--- config.mk ---
export PLATFORM = sky130hd
export DESIGN_NAME = conv_seq_ctrl
export DESIGN_NICKNAME = d
export VERILOG_FILES = /design/src/rtl/conv_seq_ctrl.sv
export SDC_FILE = /design/constraint.sdc
export NUM_CORES = 1
export LEC_CHECK = 0
export ABC_AREA = 1
export CAP_MARGIN = 30
export CORE_MARGIN = 10
export CORE_UTILIZATION = 56
export DETAILED_ROUTE_END_ITERATION = 10
export GPL_TIMING_DRIVEN = 1
export PLACE_DENSITY = 0.86
export RECOVER_POWER = 100
export SLEW_MARGIN = 10
export SYNTH_ARGS = -nofsm -noshare
export SYNTH_HDL_FRONTEND = slang
export SYNTH_SLANG_ARGS = --single-unit
--- constraint.sdc ---
create_clock -name clk1 -period 2.7 [get_ports clk1]
set_input_delay 0.405 -clock clk1 [delete_from_list [all_inputs] [get_ports clk1]]
set_output_delay 0.405 -clock clk1 [all_outputs]
set_load 0.02 [all_outputs]
--- src/rtl/conv_seq_ctrl.sv ---
// Sequencer for a sliding-window convolution datapath: loads weights, streams
// IFM pixels with window tracking, drains the result pipeline, then signals done.
//   state    | meaning
//   IDLE     | waiting for a start with a usable config
//   LOAD_WGT | one-cycle weight load strobe
//   STREAM   | accepting pixels, row/col tracking
//   DRAIN    | OUT_LAT cycles for the last results to emerge
//   DONE     | one-cycle end-of-pass pulse
module conv_seq_ctrl #(
    parameter int KERNEL_SIZE = 3,
    parameter int DIM_WIDTH   = 8,
    parameter int OUT_LAT     = 2
) (
    input  logic                   clk1,
    input  logic                   rst,
    input  logic                   start,
    input  logic [DIM_WIDTH-1:0]   cfg_w,
    input  logic [DIM_WIDTH-1:0]   cfg_h,
    input  logic                   ifm_valid,
    output logic                   ifm_ready,
    output logic                   set_wgt,
    output logic                   set_ifm,
    output logic                   wr_en,
    output logic                   rd_en,
    output logic                   set_reg,
    output logic                   out_valid,
    output logic                   busy,
    output logic                   done,
    output logic                   cfg_err,
    output logic [DIM_WIDTH-1:0]   row_cnt,
    output logic [DIM_WIDTH-1:0]   col_cnt,
    output logic [2*DIM_WIDTH-1:0] out_cnt
);

    typedef enum logic [2:0] {S_IDLE, S_LOAD_WGT, S_STREAM, S_DRAIN, S_DONE} state_t;

    localparam int DRN_W = (OUT_LAT > 1) ? $clog2(OUT_LAT) : 1;
    localparam logic [DIM_WIDTH-1:0] K_DIM    = DIM_WIDTH'(KERNEL_SIZE);
    localparam logic [DIM_WIDTH-1:0] K_M1     = DIM_WIDTH'(KERNEL_SIZE - 1);
    localparam logic [DRN_W-1:0]     DRN_LOAD = DRN_W'(OUT_LAT - 1);

    state_t                 state_q, state_d;
    logic [DIM_WIDTH-1:0]   cfg_w_q, cfg_w_d, cfg_h_q, cfg_h_d;
    logic [DIM_WIDTH-1:0]   row_q, row_d, col_q, col_d;
    logic [2*DIM_WIDTH-1:0] out_cnt_q, out_cnt_d;
    logic [OUT_LAT-1:0]     dly_q, dly_d;
    logic [DRN_W-1:0]       drain_q, drain_d;
    logic                   cfg_err_q, cfg_err_d;

    logic cfg_ok, start_ok, accept, last_col, last_pix, win;

    assign cfg_ok   = (cfg_w >= K_DIM) && (cfg_h >= K_DIM);
    assign start_ok = start && cfg_ok;
    assign accept   = (state_q == S_STREAM) && ifm_valid;
    assign last_col = (col_q == cfg_w_q - 1'b1);
    assign last_pix = last_col && (row_q == cfg_h_q - 1'b1);
    assign win      = (row_q >= K_M1) && (col_q >= K_M1);

    always_ff @(posedge clk1) begin
        if (rst) begin
            state_q   <= S_IDLE;
            cfg_w_q   <= '0;
            cfg_h_q   <= '0;
            row_q     <= '0;
            col_q     <= '0;
            out_cnt_q <= '0;
            dly_q     <= '0;
            drain_q   <= '0;
            cfg_err_q <= 1'b0;
        end else begin
            state_q   <= state_d;
            cfg_w_q   <= cfg_w_d;
            cfg_h_q   <= cfg_h_d;
            row_q     <= row_d;
            col_q     <= col_d;
            out_cnt_q <= out_cnt_d;
            dly_q     <= dly_d;
            drain_q   <= drain_d;
            cfg_err_q <= cfg_err_d;
        end
    end

    always_comb begin
        state_d = state_q;
        case (state_q)
            S_IDLE:     if (start_ok) state_d = S_LOAD_WGT;
            S_LOAD_WGT: state_d = S_STREAM;
            S_STREAM:   if (accept && last_pix) state_d = S_DRAIN;
            S_DRAIN:    if (drain_q == '0) state_d = S_DONE;
            S_DONE:     state_d = S_IDLE;
            default:    state_d = S_IDLE;
        endcase
    end

    // Datapath registers; the window delay line shifts every cycle, stalls included.
    always_comb begin
        cfg_w_d   = cfg_w_q;
        cfg_h_d   = cfg_h_q;
        row_d     = row_q;
        col_d     = col_q;
        drain_d   = drain_q;
        cfg_err_d = (state_q == S_IDLE) && start && !cfg_ok;
        out_cnt_d = out_cnt_q + {{(2*DIM_WIDTH-1){1'b0}}, dly_q[OUT_LAT-1]};
        dly_d[0]  = accept && win;
        for (int i = 1; i < OUT_LAT; i++) dly_d[i] = dly_q[i-1];

        if (state_q == S_IDLE && start_ok) begin
            cfg_w_d   = cfg_w;
            cfg_h_d   = cfg_h;
            row_d     = '0;
            col_d     = '0;
            out_cnt_d = '0;
        end
        if (accept) begin
            if (last_col) begin
                col_d = '0;
                row_d = row_q + 1'b1;
            end else begin
                col_d = col_q + 1'b1;
            end
        end
        // Drain timer is preloaded while streaming and counts down to terminal zero.
        if (state_q == S_STREAM) drain_d = DRN_LOAD;
        else if (state_q == S_DRAIN && drain_q != '0) drain_d = drain_q - 1'b1;
    end

    always_comb begin
        ifm_ready = (state_q == S_STREAM);
        set_wgt   = (state_q == S_LOAD_WGT);
        set_ifm   = accept;
        wr_en     = accept;
        rd_en     = accept && (row_q >= K_M1);
        busy      = (state_q != S_IDLE);
        set_reg   = (state_q != S_IDLE);
        done      = (state_q == S_DONE);
        cfg_err   = cfg_err_q;
        out_valid = dly_q[OUT_LAT-1];
        row_cnt   = row_q;
        col_cnt   = col_q;
        out_cnt   = out_cnt_q;
    end

endmodule

==> impl_metrics.yaml <==
route:
  post_drt_wl_per_cell_um: 13.3
  wirelength_um: 7800
  first_pass_iters: 5
  drtIter0Drc: 190
  ant_nets: 0
  num_vias: 3087
  drc_errors: 0
  routed_via_density: 5.28
critical_path:
  crit_type: "flip-flop to primary output"
  critPathMaxFanout: 6
  critPathLaunchType: "flip-flop"
  worst-endpoint-required_ns: 2.30
  cp-end-kind: "primary output"
  critPathArrivalTime_ns: 2.14
grt:
  grt.overflow.total: 0
  grt_max_degree: 42
  grt_pass1_wl_um: 12800
  grt_pass1_vias: 2823
  grt_usage_pct: 17.6
  antenna_found_initial: 0
clock_network:
  clockBufferDepth: 2
  cts_tree: "done"
  cts.htree.levels: 2
  cts_root_buf: "clkbuf_8"
  cts.sinks: 55
  cts_hold_buffers: 0
  clk_pin_slew_ns: 0.10
  clk_latency_ns: 0.32
  cts-buffers-inserted: 5
pwr:
  total_power_mw: 1.83
  ir_worst_vdd_v: 0.000307
  pwr-share-comb_pct: 25.8
  p_leak_nw: 1.80
  p_int_mw: 1.21
  power_switching_uw: 614
  clock_power_share_pct: 25.7
  seqPwrFrac_pct: 48.5
  p_per_area_mw_per_mm2: 478
  swShare_pct: 33.6
timing:
  fmax_ghz: 0.393
  fin_skew_ns: 0.0102
  final.period_utilization_pct: 94.3
  fin_crit_ns: 2.55
  tns_ns: 0
  slew_headroom_pct: 51.9
  fin_ws_ns: 0.154
  drv_slew: 0
  finalSetupViolations: 0
  rsz0062_at_grt: "false"
  hold_viol: 0
  tightestPinTransition_ns: 0.722
synthesis:
  ys.warnings.count: 0
  syn_area_per_cell_um2: 6.76
  syn_inst: 453
  synth_ff_type: "dfxtp_1"
  synth.most_common_cell: "nand2_1"
  synth_common_cells: "nand2_1 (89), inv_1 (68), nor2_1 (57)"
  synth-seq-cells: 55
  syn_area_mm2: 0.00306
  async_reset_ff_share_pct: 0
  yosysSeqAreaShare_pct: 35.9
  synth.distinct_cells: 34
  synth_nets: 481
  synth_top_area_share_pct: 35.9
  synth_top_cell_by_area: "dfxtp_1"
  ys_top_cells_by_area: "dfxtp_1 (36%), nand2_1 (11%), inv_1 (8.3%)"
  synth_edf_count: 0
placed_design:
  placedInstanceArea_mm2: 0.00374
  place_hpwl_um: 6090
  io_buffers: 61
  place_congestion: 0.883
  pre_cts_ws_ns: 0.332
die:
  initial_core_util_pct: 58.9
  io_pins: 62
  dieArea_mm2: 0.00883
  num_rows: 26
  coreArea_mm2: 0.00520
  dieHeight_um: 94.0
  die_w_um: 94.0
layout:
  antenna_cells: 0
  design_area_mm2: 0.00382
  post_route_cells_drive_above_1_share_pct: 4.66
  syn2layout_area_growth_pct: 24.7
  nNetsFinal: 542
outcome:
  status: "completed"
job:
  cap_violations: 0
worst_hold_path:
  worstHoldPathType: "flip-flop to flip-flop"
## through the flow
stage	utilization (%)	hold slack, ns	cells
2_1_floorplan	-	0.388	453
3_3_place_gp	71.9	0.398	577
3_5_place_dp	71.9	0.409	577
4_1_cts	73.8	0.426	585
5_1_grt	73.4	0.447	585
6_report	73.4	0.424	585
## placed cells by master, fill, tap and decap left out, drive strengths merged, types with 3 or more instances in the layout
| master | synthesis | final |
|---|---|---|
| nand2 | 92 | 92 |
| inv | 71 | 72 |
| nor2 | 62 | 62 |
| dfxtp | 55 | 55 |
| nand3 | 42 | 42 |
| dlygate4sd3 | 0 | 41 |
| a21oi | 32 | 32 |
| o21ai | 28 | 28 |
| clkdlybuf4s50 | 0 | 20 |
| xor2 | 13 | 13 |
| xnor2 | 10 | 10 |
| nor3 | 9 | 9 |
| clkbuf | 8 | 9 |
| ha | 8 | 8 |
| a22oi | 6 | 6 |
| nor4 | 4 | 4 |
| nand4 | 3 | 3 |
| clkinv | 1 | 3 |
## cell type report
type	instances	area, µm²
Multi-Input combinational cell	314	1640
Clock inverter	3	22.5
Clock buffer	5	68.8
Inverter	72	270
Tap cell	70	87.6
Sequential cell	55	1100
Timing Repair Buffer	66	634
Fill cell	437	1380
## cell families after synthesis
kind of cell / synth area share [%]
simple gates: 31.1
buf+inv: 10.6
compound gates: 12.5
flops: 35.9
xor+xnor: 6.57
fa+ha+maj: 3.27
## power by group through the flow
stage	Sequential, mW	Combinational [mW]	Clock [mW]
finish	0.887	0.472	0.469
global route	0.892	0.540	0.507
CTS	0.886	0.486	0.478
detailed placement	0.904	0.484	0
global placement	0.903	0.465	0
floorplan	0.897	0.355	0
## final timing paths
| path | start | end | slack (ns) | cells past startpoint |
|---|---|---|---|---|
| setup / recovery | row_cnt[0]$_SDFF_PP0_ | rd_en | 0.15 | 7 |
| hold / removal | dly_q[0]$_SDFF_PP0_ | dly_q[1]$_SDFF_PP0_ | 0.42 | 2 |
| setup reg to reg | cfg_h_q[0]$_SDFFE_PP0P_ | state_q[0]$_SDFFE_PP0P_ | 0.66 | 14 |
| hold reg to reg | dly_q[0]$_SDFF_PP0_ | dly_q[1]$_SDFF_PP0_ | 0.42 | 2 |
## sequential cells by signal, summed over array words and instances, names as in the netlist
name,count
cfg_err,1
row_cnt,8
cfg_w_q,8
col_cnt,8
out_cnt,16
drain_q,1
dly_q,2
cfg_h_q,8
state_q,3
## worst max-delay path, cell delays in order, from the launching register on
cell and delay [ns]:
dfxtp_1 0.43, inv_1 0.10, ha_1 0.21, nor2_1 0.09, nand3_1 0.12, nor4_4 0.24, nor2_1 0.07, clkdlybuf4s50_1 0.55
## per-layer routing
metal | GRT usage [%] | vias to the layer above | wire length (µm)
met5 | 0 | - | 0
met2 | 30.4 | 81 | 3900
met1 | 20.5 | 1426 | 3230
met4 | 5.44 | 0 | 130
met3 | 4.96 | 12 | 544
li1 | - | 1568 | -
## repair_timing
action                                  CTS  global route
endpoints found under the setup margin    1             1
gates resized for setup                   1             1
setup buffers                             0             0
cloned                                    0             0
Note: power is estimated with default switching activity, not from simulation.
